<file path="config.mk">
export PLATFORM = sky130hd
export DESIGN_NAME = backlight_frame_sequencer_flat
export DESIGN_NICKNAME = d
export VERILOG_FILES = /design/src/rtl/backlight_frame_sequencer_pkg.sv /design/src/rtl/backlight_frame_sequencer_if.sv /design/src/rtl/backlight_frame_sequencer_frame_max_tracker.sv /design/src/rtl/backlight_frame_sequencer.sv /design/src/flat_wrapper.sv
export SDC_FILE = /design/constraint.sdc
export NUM_CORES = 1
export LEC_CHECK = 0
export ABC_AREA = 1
export BUFFER_PORTS_ARGS = -buffer_cell sky130_fd_sc_hd__buf_4
export CORE_MARGIN = 3
export CORE_UTILIZATION = 40
export CTS_BUF_LIST = sky130_fd_sc_hd__clkbuf_4 sky130_fd_sc_hd__clkbuf_8
export DETAILED_ROUTE_END_ITERATION = 8
export GPL_TIMING_DRIVEN = 0
export SLEW_MARGIN = 10
export SYNTH_ARGS = -nofsm -noshare
export SYNTH_HDL_FRONTEND = slang
export SYNTH_SLANG_ARGS = --single-unit
export TNS_END_PERCENT = 1
</file>
<file path="constraint.sdc">
create_clock -name clk -period 10.62 [get_ports clk]
set_input_delay 1.062 -clock clk [delete_from_list [all_inputs] [get_ports clk]]
set_output_delay 1.062 -clock clk [all_outputs]
set_load 0.01 [all_outputs]
</file>
<file path="src/rtl/backlight_frame_sequencer_pkg.sv">
// Shared definitions for the backlight frame sequencer.
//   - bl_state_t : sequencer FSM states
//   - GAIN_UNITY : gain of exactly 1.0 in unsigned Q.9
//   - BL_FULL    : full-scale backlight / PWM value
//   - DIVIDEND   : numerator of the reciprocal division (2^19)
package bklight_pkg;

  typedef enum logic [2:0] {
    ST_IDLE,
    ST_CALC,
    ST_DIV_START,
    ST_DIV_WAIT,
    ST_COMMIT
  } bl_state_t;

  localparam int GAIN_UNITY = 512;
  localparam int BL_FULL    = 1023;
  localparam int DIVIDEND   = 1 << 19;

endpackage

</file>
<file path="src/rtl/backlight_frame_sequencer_if.sv">
// Handshake bundle between the sequencer and the external unsigned divider.
//   div_en       : one-cycle start pulse (sequencer -> divider)
//   div_divisor  : divisor, stable from div_en until div_done
//   div_done     : completion strobe (divider -> sequencer)
//   div_quotient : result, valid while div_done is high
// Modports: master = sequencer side, slave = divider side.
interface backlight_frame_sequencer_if #(
  parameter int DATA_W = 10,
  parameter int GAIN_W = 20
) ();
  logic              div_en;
  logic [DATA_W-1:0] div_divisor;
  logic              div_done;
  logic [GAIN_W-1:0] div_quotient;

  modport master (
    output div_en,
    output div_divisor,
    input  div_done,
    input  div_quotient
  );

  modport slave (
    input  div_en,
    input  div_divisor,
    output div_done,
    output div_quotient
  );
endinterface

</file>
<file path="src/rtl/backlight_frame_sequencer_frame_max_tracker.sv">
// Per-frame peak tracker.
// Detects the vsync rising edge, accumulates the maximum of the three
// linear colour channels over active video, and publishes the peak of the
// completed frame on each edge. Also reports whether any active pixel has
// been seen since the last edge.
// Ports:
//   clk, reset          : clock, synchronous active-high reset
//   vsync, de           : decoder timing
//   r_lin, g_lin, b_lin : linear pixel channels, sampled when de=1
//   vs_edge             : combinational vsync rising edge
//   frame_max           : peak of the last completed frame
//   seen_de             : an active pixel occurred since the last edge
module frame_max_tracker #(
  parameter int DATA_W = 10
) (
  input  logic              clk,
  input  logic              reset,
  input  logic              vsync,
  input  logic              de,
  input  logic [DATA_W-1:0] r_lin,
  input  logic [DATA_W-1:0] g_lin,
  input  logic [DATA_W-1:0] b_lin,
  output logic              vs_edge,
  output logic [DATA_W-1:0] frame_max,
  output logic              seen_de
);

  logic              vs_q_reg;
  logic [DATA_W-1:0] acc_reg;
  logic [DATA_W-1:0] frame_max_reg;
  logic              seen_de_reg;
  logic [DATA_W-1:0] acc_next;

  function automatic logic [DATA_W-1:0] umax(input logic [DATA_W-1:0] a,
                                             input logic [DATA_W-1:0] b);
    return (a > b) ? a : b;
  endfunction

  assign vs_edge  = vsync & ~vs_q_reg;
  assign acc_next = umax(acc_reg, umax(umax(r_lin, g_lin), b_lin));

  always_ff @(posedge clk) begin
    if (reset) begin
      vs_q_reg      <= 1'b0;
      acc_reg       <= '0;
      frame_max_reg <= '0;
      seen_de_reg   <= 1'b0;
    end else begin
      vs_q_reg <= vsync;
      // The frame boundary wins: a pixel coinciding with the edge is dropped.
      if (vs_edge) begin
        acc_reg       <= '0;
        frame_max_reg <= acc_reg;
        seen_de_reg   <= 1'b0;
      end else if (de) begin
        acc_reg     <= acc_next;
        seen_de_reg <= 1'b1;
      end
    end
  end

  assign frame_max = frame_max_reg;
  assign seen_de   = seen_de_reg;

endmodule

</file>
<file path="src/rtl/backlight_frame_sequencer.sv">
// Backlight frame sequencer.
// On every vsync rising edge derives a backlight level from the previous
// frame's peak, launches one reciprocal division 2^19/level on the external
// divider, and commits the resulting pixel gain (Q.9) together with the PWM
// duty at a frame-safe instant (vertical blanking, or the next edge).
// Optional feature macro: BKLIGHT_SLEW_EN -- when defined the level moves by
// at most MAX_STEP per frame; otherwise it jumps straight to the target.
// Ports:
//   clk, reset          : pixel clock, synchronous active-high reset
//   vsync, de           : decoder timing
//   r_lin, g_lin, b_lin : gamma-linearised channels
//   bypass              : 1 = unity gain, full backlight, sequencer parked
//   div                 : divider handshake (master modport)
//   gain, pwm_value     : committed multiplier coefficient and PWM duty
//   pwm_sync            : one-cycle pulse on each commit
//   frame_max           : peak of the last completed frame
//   busy                : FSM not idle
//   err_timeout         : sticky divider timeout flag
module backlight_frame_sequencer
  import bklight_pkg::*;
#(
  parameter int DATA_W      = 10,
  parameter int GAIN_W      = 20,
  parameter int MIN_BL      = 64,
  parameter int MAX_STEP    = 32,
  parameter int DIV_TIMEOUT = 64
) (
  input  logic                         clk,
  input  logic                         reset,
  input  logic                         vsync,
  input  logic                         de,
  input  logic [DATA_W-1:0]            r_lin,
  input  logic [DATA_W-1:0]            g_lin,
  input  logic [DATA_W-1:0]            b_lin,
  input  logic                         bypass,
  backlight_frame_sequencer_if.master  div,
  output logic [GAIN_W-1:0]            gain,
  output logic [DATA_W-1:0]            pwm_value,
  output logic                         pwm_sync,
  output logic [DATA_W-1:0]            frame_max,
  output logic                         busy,
  output logic                         err_timeout
);

  localparam int TMO_W = $clog2(DIV_TIMEOUT + 1);

`ifdef BKLIGHT_SLEW_EN
  localparam int STEP_LIM = MAX_STEP;
`else
  // The clamp is widened to at least full scale so it can never bind.
  localparam int STEP_LIM = (MAX_STEP < BL_FULL) ? BL_FULL : MAX_STEP;
`endif

  bl_state_t         state_reg;
  logic [GAIN_W-1:0] gain_reg;
  logic [GAIN_W-1:0] pend_gain_reg;
  logic [DATA_W-1:0] pwm_value_reg;
  logic [DATA_W-1:0] prev_bl_reg;
  logic [DATA_W-1:0] divisor_reg;
  logic              div_en_reg;
  logic              pwm_sync_reg;
  logic              restart_reg;
  logic              err_timeout_reg;
  logic [TMO_W-1:0]  tmo_cnt_reg;

  logic              vs_edge;
  logic              seen_de;
  logic [DATA_W-1:0] frame_max_int;

  logic [DATA_W-1:0] target;
  logic [DATA_W-1:0] level;
  logic [DATA_W:0]   tgt_ext;
  logic [DATA_W:0]   prev_ext;
  logic [DATA_W:0]   delta;

  frame_max_tracker #(.DATA_W(DATA_W)) u_tracker (
    .clk       (clk),
    .reset     (reset),
    .vsync     (vsync),
    .de        (de),
    .r_lin     (r_lin),
    .g_lin     (g_lin),
    .b_lin     (b_lin),
    .vs_edge   (vs_edge),
    .frame_max (frame_max_int),
    .seen_de   (seen_de)
  );

  // Level: target floored at MIN_BL (also keeps the divisor non-zero), then
  // approached from prev_bl by at most STEP_LIM. The 1-bit extension keeps
  // the difference from wrapping; prev_bl is always within [MIN_BL, 1023],
  // so stepping never leaves that range either.
  always_comb begin
    target   = (frame_max_int < DATA_W'(MIN_BL)) ? DATA_W'(MIN_BL) : frame_max_int;
    tgt_ext  = {1'b0, target};
    prev_ext = {1'b0, prev_bl_reg};
    level    = target;
    delta    = '0;
    if (tgt_ext > prev_ext) begin
      delta = tgt_ext - prev_ext;
      if (delta > (DATA_W+1)'(STEP_LIM)) begin
        level = prev_bl_reg + DATA_W'(STEP_LIM);
      end
    end else begin
      delta = prev_ext - tgt_ext;
      if (delta > (DATA_W+1)'(STEP_LIM)) begin
        level = prev_bl_reg - DATA_W'(STEP_LIM);
      end
    end
  end

  always_ff @(posedge clk) begin
    if (reset) begin
      state_reg       <= ST_IDLE;
      gain_reg        <= GAIN_W'(GAIN_UNITY);
      pend_gain_reg   <= GAIN_W'(GAIN_UNITY);
      pwm_value_reg   <= DATA_W'(BL_FULL);
      prev_bl_reg     <= DATA_W'(BL_FULL);
      divisor_reg     <= DATA_W'(BL_FULL);
      div_en_reg      <= 1'b0;
      pwm_sync_reg    <= 1'b0;
      restart_reg     <= 1'b0;
      err_timeout_reg <= 1'b0;
      tmo_cnt_reg     <= '0;
    end else begin
      div_en_reg   <= 1'b0;
      pwm_sync_reg <= 1'b0;
      if (bypass) begin
        // Parked: any division in flight is abandoned and its result ignored.
        state_reg     <= ST_IDLE;
        gain_reg      <= GAIN_W'(GAIN_UNITY);
        pwm_value_reg <= DATA_W'(BL_FULL);
        prev_bl_reg   <= DATA_W'(BL_FULL);
        restart_reg   <= 1'b0;
        pwm_sync_reg  <= vs_edge;
      end else begin
        case (state_reg)
          ST_IDLE: begin
            if (vs_edge || restart_reg) begin
              state_reg   <= ST_CALC;
              restart_reg <= 1'b0;
            end
          end
          ST_CALC: begin
            divisor_reg <= level;
            div_en_reg  <= 1'b1;
            state_reg   <= ST_DIV_START;
            if (vs_edge) restart_reg <= 1'b1;
          end
          ST_DIV_START: begin
            tmo_cnt_reg <= '0;
            state_reg   <= ST_DIV_WAIT;
            if (vs_edge) restart_reg <= 1'b1;
          end
          ST_DIV_WAIT: begin
            if (vs_edge) restart_reg <= 1'b1;
            if (div.div_done) begin
              pend_gain_reg <= div.div_quotient;
              state_reg     <= ST_COMMIT;
            end else if (tmo_cnt_reg == TMO_W'(DIV_TIMEOUT - 1)) begin
              // Give up; outputs and prev_bl keep the last committed values.
              err_timeout_reg <= 1'b1;
              state_reg       <= ST_IDLE;
            end else begin
              tmo_cnt_reg <= tmo_cnt_reg + 1'b1;
            end
          end
          ST_COMMIT: begin
            // Commit only while blanking; once active video has started the
            // new values wait for the next frame boundary.
            if (!seen_de || vs_edge) begin
              gain_reg      <= pend_gain_reg;
              pwm_value_reg <= divisor_reg;
              prev_bl_reg   <= divisor_reg;
              pwm_sync_reg  <= 1'b1;
              state_reg     <= ST_IDLE;
            end
            if (vs_edge) restart_reg <= 1'b1;
          end
          default: state_reg <= ST_IDLE;
        endcase
      end
    end
  end

  assign div.div_en      = div_en_reg;
  assign div.div_divisor = divisor_reg;
  assign gain            = gain_reg;
  assign pwm_value       = pwm_value_reg;
  assign pwm_sync        = pwm_sync_reg;
  assign frame_max       = frame_max_int;
  assign busy            = (state_reg != ST_IDLE);
  assign err_timeout     = err_timeout_reg;

endmodule

</file>
<file path="src/flat_wrapper.sv">
// flat-port wrapper written by rule: the top's interface ports become plain ports
module backlight_frame_sequencer_flat import bklight_pkg::*;
#(
  parameter int DATA_W      = 10,
  parameter int GAIN_W      = 20,
  parameter int MIN_BL      = 64,
  parameter int MAX_STEP    = 32,
  parameter int DIV_TIMEOUT = 64
)
  (clk, reset, vsync, de, r_lin, g_lin, b_lin, bypass, gain, pwm_value, pwm_sync, frame_max, busy, err_timeout, div_div_en, div_div_divisor, div_div_done, div_div_quotient);
  backlight_frame_sequencer_if #(.DATA_W(DATA_W), .GAIN_W(GAIN_W)) div_i ();
  input  logic clk;
  input  logic reset;
  input  logic vsync;
  input  logic de;
  input  logic [DATA_W-1:0] r_lin;
  input  logic [DATA_W-1:0] g_lin;
  input  logic [DATA_W-1:0] b_lin;
  input  logic bypass;
  output logic [GAIN_W-1:0] gain;
  output logic [DATA_W-1:0] pwm_value;
  output logic pwm_sync;
  output logic [DATA_W-1:0] frame_max;
  output logic busy;
  output logic err_timeout;
  output wire logic [$bits(div_i.div_en)-1:0] div_div_en;
  output wire logic [$bits(div_i.div_divisor)-1:0] div_div_divisor;
  input wire logic [$bits(div_i.div_done)-1:0] div_div_done;
  input wire logic [$bits(div_i.div_quotient)-1:0] div_div_quotient;
  assign div_div_en = div_i.div_en;
  assign div_div_divisor = div_i.div_divisor;
  assign div_i.div_done = div_div_done;
  assign div_i.div_quotient = div_div_quotient;
  backlight_frame_sequencer #(.DATA_W(DATA_W), .GAIN_W(GAIN_W), .MIN_BL(MIN_BL), .MAX_STEP(MAX_STEP), .DIV_TIMEOUT(DIV_TIMEOUT)) u_core (.clk(clk), .reset(reset), .vsync(vsync), .de(de), .r_lin(r_lin), .g_lin(g_lin), .b_lin(b_lin), .bypass(bypass), .div(div_i), .gain(gain), .pwm_value(pwm_value), .pwm_sync(pwm_sync), .frame_max(frame_max), .busy(busy), .err_timeout(err_timeout));
endmodule
</file>
======== Yosys cells after proc, flatten, opt, wreduce, memory -nomap -nowiden ========
Cells that the tools add are included.
cells by class
  $add $sub $neg .......................... 5
  multipliers ............................. 0
  divide/modulo/power cells ............... 0
  $lt $le $gt $ge ......................... 7
  equality and inequality tests ........... 11
  shifts and indexed selects .............. 0
  multiplexer cells ....................... 21
  bitwise gates (word level) .............. 5
  reductions and logical operators ........ 18
operator list
  operator                                                                  number
  10-bit two-way mux                                                        6
  10-bit > comparator                                                       4
  11-bit by 10-bit > comparator with 1-bit output (second input constant)   2
  10-bit by 10-bit subtractor with 11-bit output                            2
  3-bit one-hot mux with 5 select lines                                     1
  7-bit two-way mux                                                         2
  7-bit one-hot mux with 2 select lines                                     1
  3-bit two-way mux                                                         4
  10-bit adder (second input constant)                                      1
  10-bit by 7-bit < comparator with 1-bit output (second input constant)    1
  10-bit subtractor (second input constant)                                 1
  3-bit AND reduction                                                       3
  4-bit AND reduction                                                       2
  7-bit by 1-bit adder with 7-bit output (second input constant)            1
  7-bit by 6-bit == test with 1-bit output (second input constant)          1
  3-bit by 2-bit == test with 1-bit output (second input constant)          2
  1-bit two-way mux                                                         6
  2-bit by 1-bit inequality test with 1-bit output (second input constant)  3
  2-bit AND reduction                                                       3
  2-bit inequality test (second input constant)                             2
  1-bit inverter                                                            4
  2-bit nonzero test                                                        2
  2-bit OR reduction                                                        2
  4-bit OR reduction                                                        1
  other kinds (9)                                                           10
word-level totals
  bits in registers ....................... 96
  latch bits .............................. 0
  bits in writable memories ............... 0
  memory bits (read-only) ................. 0
  input bits .............................. 56
  output and inout port bits .............. 54
  logic and storage cells ................. 81
  memories ................................ 0

======== Longest topological paths before layout ========
  word-level depth ........................ 7
  depth in mapped cells ................... 34
  mapped depth without buffers ............ 34

======== Hierarchy ========
Synthesis repeated with hierarchy kept, for this count alone.
second synthesis, totals
  cells, all modules ...................... 911
  area total of the unflattened synthesis .. 6113.4 um^2
by module, submodules not included
  module                     instances  cells an instance  area each (um^2)  sequential area each (um^2)
  backlight_frame_sequencer  1          602                4080.2            1481.4
  frame_max_tracker          1          309                2033.2            440.4

======== Worst setup path before layout ========
No wires, ideal clock.
  kind .................................... input to register
  start ................................... input port g_lin[9]
  end ..................................... register u_core.u_tracker.acc_reg[1]
  setup time .............................. 0.109 ns
  arrival time ............................ 4.398 ns
  required time ........................... 10.511 ns
  path slack .............................. 6.113 ns
  stages on the path ...................... 29
  buffers on the path ..................... 3
  path through ............................ inv_1 -> ha_1 -> nand2_1 -> nor2_1 -> nand3_1 -> nand3_1 -> buf_2 -> nand3_1 -> and2_1 -> ha_1 -> nand2_1 -> nor2_1 -> a21boi_1 -> nor2_1 -> nor2_4 -> buf_6 -> nand3_1 -> and2_1 -> ha_1 -> nand2_1 -> nor2_1 -> nand3_1 -> nand3_1 -> nand2_1 -> nand2_1 -> buf_2 -> a21oi_1 -> nand2_1 -> inv_1
between the ends
  word-level cells in the longest chain between the ends .. 7
ends and longest elaborated chain
  element                        RTL line                                           text
  from (decl)                    flat_wrapper.sv:17                                 input logic [DATA_W-1:0] g_lin;
  10-bit > comparator            backlight_frame_sequencer_frame_max_tracker.sv:36  return (a > b) ? a : b;
  10-bit two-way mux (*)         backlight_frame_sequencer_frame_max_tracker.sv:36
  10-bit > comparator            backlight_frame_sequencer_frame_max_tracker.sv:36
  10-bit two-way mux (*)         backlight_frame_sequencer_frame_max_tracker.sv:36
  10-bit > comparator            backlight_frame_sequencer_frame_max_tracker.sv:36
  1-bit inverter (no line)       --
  2-bit AND reduction (no line)  --
  to (signal assigned)           backlight_frame_sequencer_frame_max_tracker.sv:56  acc_reg <= acc_next;
  to (decl)                      backlight_frame_sequencer_frame_max_tracker.sv:29  logic [DATA_W-1:0] acc_reg;
Mark *: on every way between the ends. The rest lies on a longest branch, timed or not.
A chain may end at the register's enable or synchronous reset.

======== Worst setup path after layout ========
  start ................................... input port r_lin[5]
  end ..................................... register u_core.u_tracker.acc_reg[0]
between the ends
  word-level cells in the longest chain between the ends .. 7
ends and longest elaborated chain
  element                        RTL line                                           text
  from (decl)                    flat_wrapper.sv:16                                 input logic [DATA_W-1:0] r_lin;
  10-bit > comparator            backlight_frame_sequencer_frame_max_tracker.sv:36
  10-bit two-way mux (*)         backlight_frame_sequencer_frame_max_tracker.sv:36
  10-bit > comparator            backlight_frame_sequencer_frame_max_tracker.sv:36
  10-bit two-way mux (*)         backlight_frame_sequencer_frame_max_tracker.sv:36
  10-bit > comparator            backlight_frame_sequencer_frame_max_tracker.sv:36
  1-bit inverter (no line)       --
  2-bit AND reduction (no line)  --
Marks and branches as above.

==> results by group <==
Placement
  – Placed cell areas: 7100 µm²
  – Routability congestion estimate: 0.916
  – HPWL Detailed: 12900 µm
  – Port bufs: between 100 and 150

Global routing
  – Largest net degree at the start of global routing: 20
  – Gr ovfl total: 0
  – Global Route Usage Sum: 0.203
  – Initial antenna violation count: 0
  – First-pass GRT wire length: 27600 µm
  – Vias in the first global route: 5727

Synthesis
  – Syn avg cell area: 6.71 µm²
  – Cell variety after synth: about 40
  – Sequential area share after synthesis: 0.317
  – Seq cells post-synth: 96
  – Post-synth top area cell: dfxtp_1
  – Post-synthesis instance area: 6060 µm²
  – Post-synth net total: about 1000
  – Syn Inst Count: ~900
  – Ys flop type: dfxtp_1
  – Warnings, synthesis: 0
  – Async SR Flop Fraction: 0
  – Synth top area share: 0.317
  – Synth top area cells: dfxtp_1 32%, nand2_1 13%, ha_1 11%
  – Post-synth EDFFs: 0

CTS
  – Post-CTS Resized: 0
  – Clock transition at path regs: 0.10 ns
  – CTS tree: built
  – H-tree level count: 3
  – CTS root buf: clkbuf_8
  – Number of setup buffers added after CTS: 0
  – CTS Buf Count: 9
  – Clock sinks: 96
  – # hold bufs at CTS: 0
  – Clk Latency, worst-skew pair: 0.38 ns
  – Maximum clock path buffer count: 2

Cells and area
  – Antenna fix cells: 0
  – Most common cell after layout, fill and taps aside: nand2_1
  – Layout cell share with drive strength beyond 1: 0.161
  – Design Area, Final: 7330 µm²
  – Area delta synth->final: 20.9%
  – Nets: roughly 1100
  – Highest-count cells in the layout ignoring fill and taps: 214 x nand2_1, 115 x inv_1, 111 x buf_4

Route
  – # DRC: 0
  – Drt wl/cell: 13.4 µm
  – Final wirelength: 16300 µm
  – Drt first pass iters: 4
  – Via density: roughly 4.8
  – Vias post-DR: 5855
  – Post-DRT Antenna Nets: 0
  – 1st-iter DRT viols: 289

Pwr
  – Max IR drop VDD: 0.0000584 V
  – Pint: 563 µW
  – Reg power frac: 0.457
  – Power Dens Cells: 113 nW/µm²
  – Logic gate share of total power: 0.219
  – Sw frac: 0.320
  – Pleak: 0.00369 µW
  – Sw power: about 270 µW
  – Clock Power Share: 0.324

Floorplan
  – Ports: 110
  – Die Ht: 129 µm
  – Die width: 129 µm
  – FP Rows: 44
  – Die area: around 17000 µm²
  – Starting Density: 0.412
  – Core area: 14700 µm²

Hold path
  – Tightest Hold Check Type: reg2reg
  – Worst hold stages: 2

Timing
  – RSZ-0062 raised after global routing: no
  – Relative slew margins: 0.575
  – Highest Clock Rate: 209 MHz
  – Post-route minimum period: 4.79 ns
  – Endpoints failing hold: 0
  – Final Setup Violations: 0
  – Worst Skew: 0.00905 ns
  – Tcrit/Tclk final: 0.451
  – Setup tns final: 0 ns
  – Final Max Slew Viols: 0
  – Worst-Margin Slew: roughly 0.63 ns

Worst setup path
  – Worst path top cell family by delay: simple AND/OR/NAND/NOR gates
  – Slowest-stage cell, CP: ha_1
  – Critical path startpoint category: input port
  – Crit path largest cell delay: approximately 0.3 ns
  – CP Capture Type: flip-flop
  – Worst endpoint required time: between 10 and 15 ns
  – Worst EP arrival: 5.12 ns
  – Number of cells on the critical path: 31
  – Critical path's most frequent cell: nand2_1
  – Bufs and invs on worst path: 5
  – R2R depth: 14
  – CP Class: in2reg
  – Crit-path max FO: 10

Job
  – Max-Cap Viols: 0

Run status
  – Status: complete, no violations
worst reg2reg max path, stage by stage, from the launching register on:
cell and delay [ns]:
dfxtp_1 0.40, inv_1 0.15, nand4_1 0.27, nand2_1 0.25
inv_1 0.11, ha_1 0.35, nand2_1 0.09, nor2_1 0.22
nand4_1 0.12, nand2_1 0.11, clkinv_1 0.29, nand3_1 0.19
nand2_1 0.09, nand2_1 0.06, nand2_1 0.05
cell usage after synthesis, types with 4 or more instances:
library cell / n
nand2_1: 214
inv_1: 115
nor2_1: 108
dfxtp_1: 96
nand3_1: 76
a21oi_1: 58
ha_1: 52
o21ai_0: 49
and2_1: 18
buf_2: 14
clkbuf_1: 14
xor2_1: 13
o211ai_1: 12
nand4_1: 9
o21bai_1: 5
inv_2: 4
nor3_1: 4
final cells by class:
type / count / area [µm²]
Buffer: 35 / 176
Clock buffer: 9 / 124
Clock inverter: 7 / 103
Fill cell: 1543 / 7370
Inverter: 122 / 458
Multi-Input combinational cell: 651 / 3510
Sequential cell: 96 / 1920
Tap cell: 184 / 230
Timing Repair Buffer: 108 / 811
per-stage QoR:
| stage | utilization | setup slack, ns | instances | hold slack [ns] | power (µW) |
|---|---|---|---|---|---|
| 3_3_place_gp | 0.483 | 5.38 | 1196 | 0.446 | 567 |
| 3_5_place_dp | 0.483 | 5.40 | 1196 | 0.449 | 569 |
| 4_1_cts | 0.499 | 5.78 | 1212 | 0.466 | 839 |
| 2_1_floorplan | - | 6.11 | 904 | 0.429 | 509 |
| 6_report | 0.499 | 5.83 | 1212 | 0.463 | 828 |
| 5_1_grt | 0.499 | 5.27 | 1212 | 0.488 | 884 |
power groups by stage:
stage | clock network [µW] | logic [µW] | registers (µW)
2_1_floorplan | 0 | 123 | 386
3_3_place_gp | 0 | 181 | 386
3_5_place_dp | 0 | 183 | 387
4_1_cts | 277 | 184 | 378
5_1_grt | 290 | 213 | 380
6_report | 268 | 182 | 378
cell families (layout without fill, tap and decap cells):
logic type               after synthesis  in the layout  share of synthesized area
XOR/XNOR                              16             16                     0.0231
adder cells (fa/ha/maj)               54             54                      0.114
buffers and inverters                157            281                      0.105
flip-flops                            96             96                      0.317
AO/OA/AOI/OAI                        134            134                      0.121
AND/OR/NAND/NOR                      447            447                      0.321
layer usage:
metal	vias up	GRT usage	routed length, µm
met4	0	0.0679	343
met5	-	0	0
met2	119	0.340	7740
li1	3125	-	-
met1	2586	0.265	7570
met3	25	0.0383	628
path summary, 6_finish.rpt:
path	startpoint	end	slack, ns
setup / recovery	r_lin[5]	u_core.u_tracker.acc_reg[0]$_SDFFE_PP0P_	5.83
hold / removal	u_core.pend_gain_reg[1]$_SDFFE_PP0P_	u_core.gain[1]$_SDFFE_PP0P_	0.46
setup reg to reg	u_core.u_tracker.frame_max[7]$_SDFFE_PP0P_	u_core.div.div_divisor[4]$_SDFFE_PP1P_	7.79
hold reg to reg	u_core.pend_gain_reg[1]$_SDFFE_PP0P_	u_core.gain[1]$_SDFFE_PP0P_	0.46
Power figures use the tool's default switching activity.
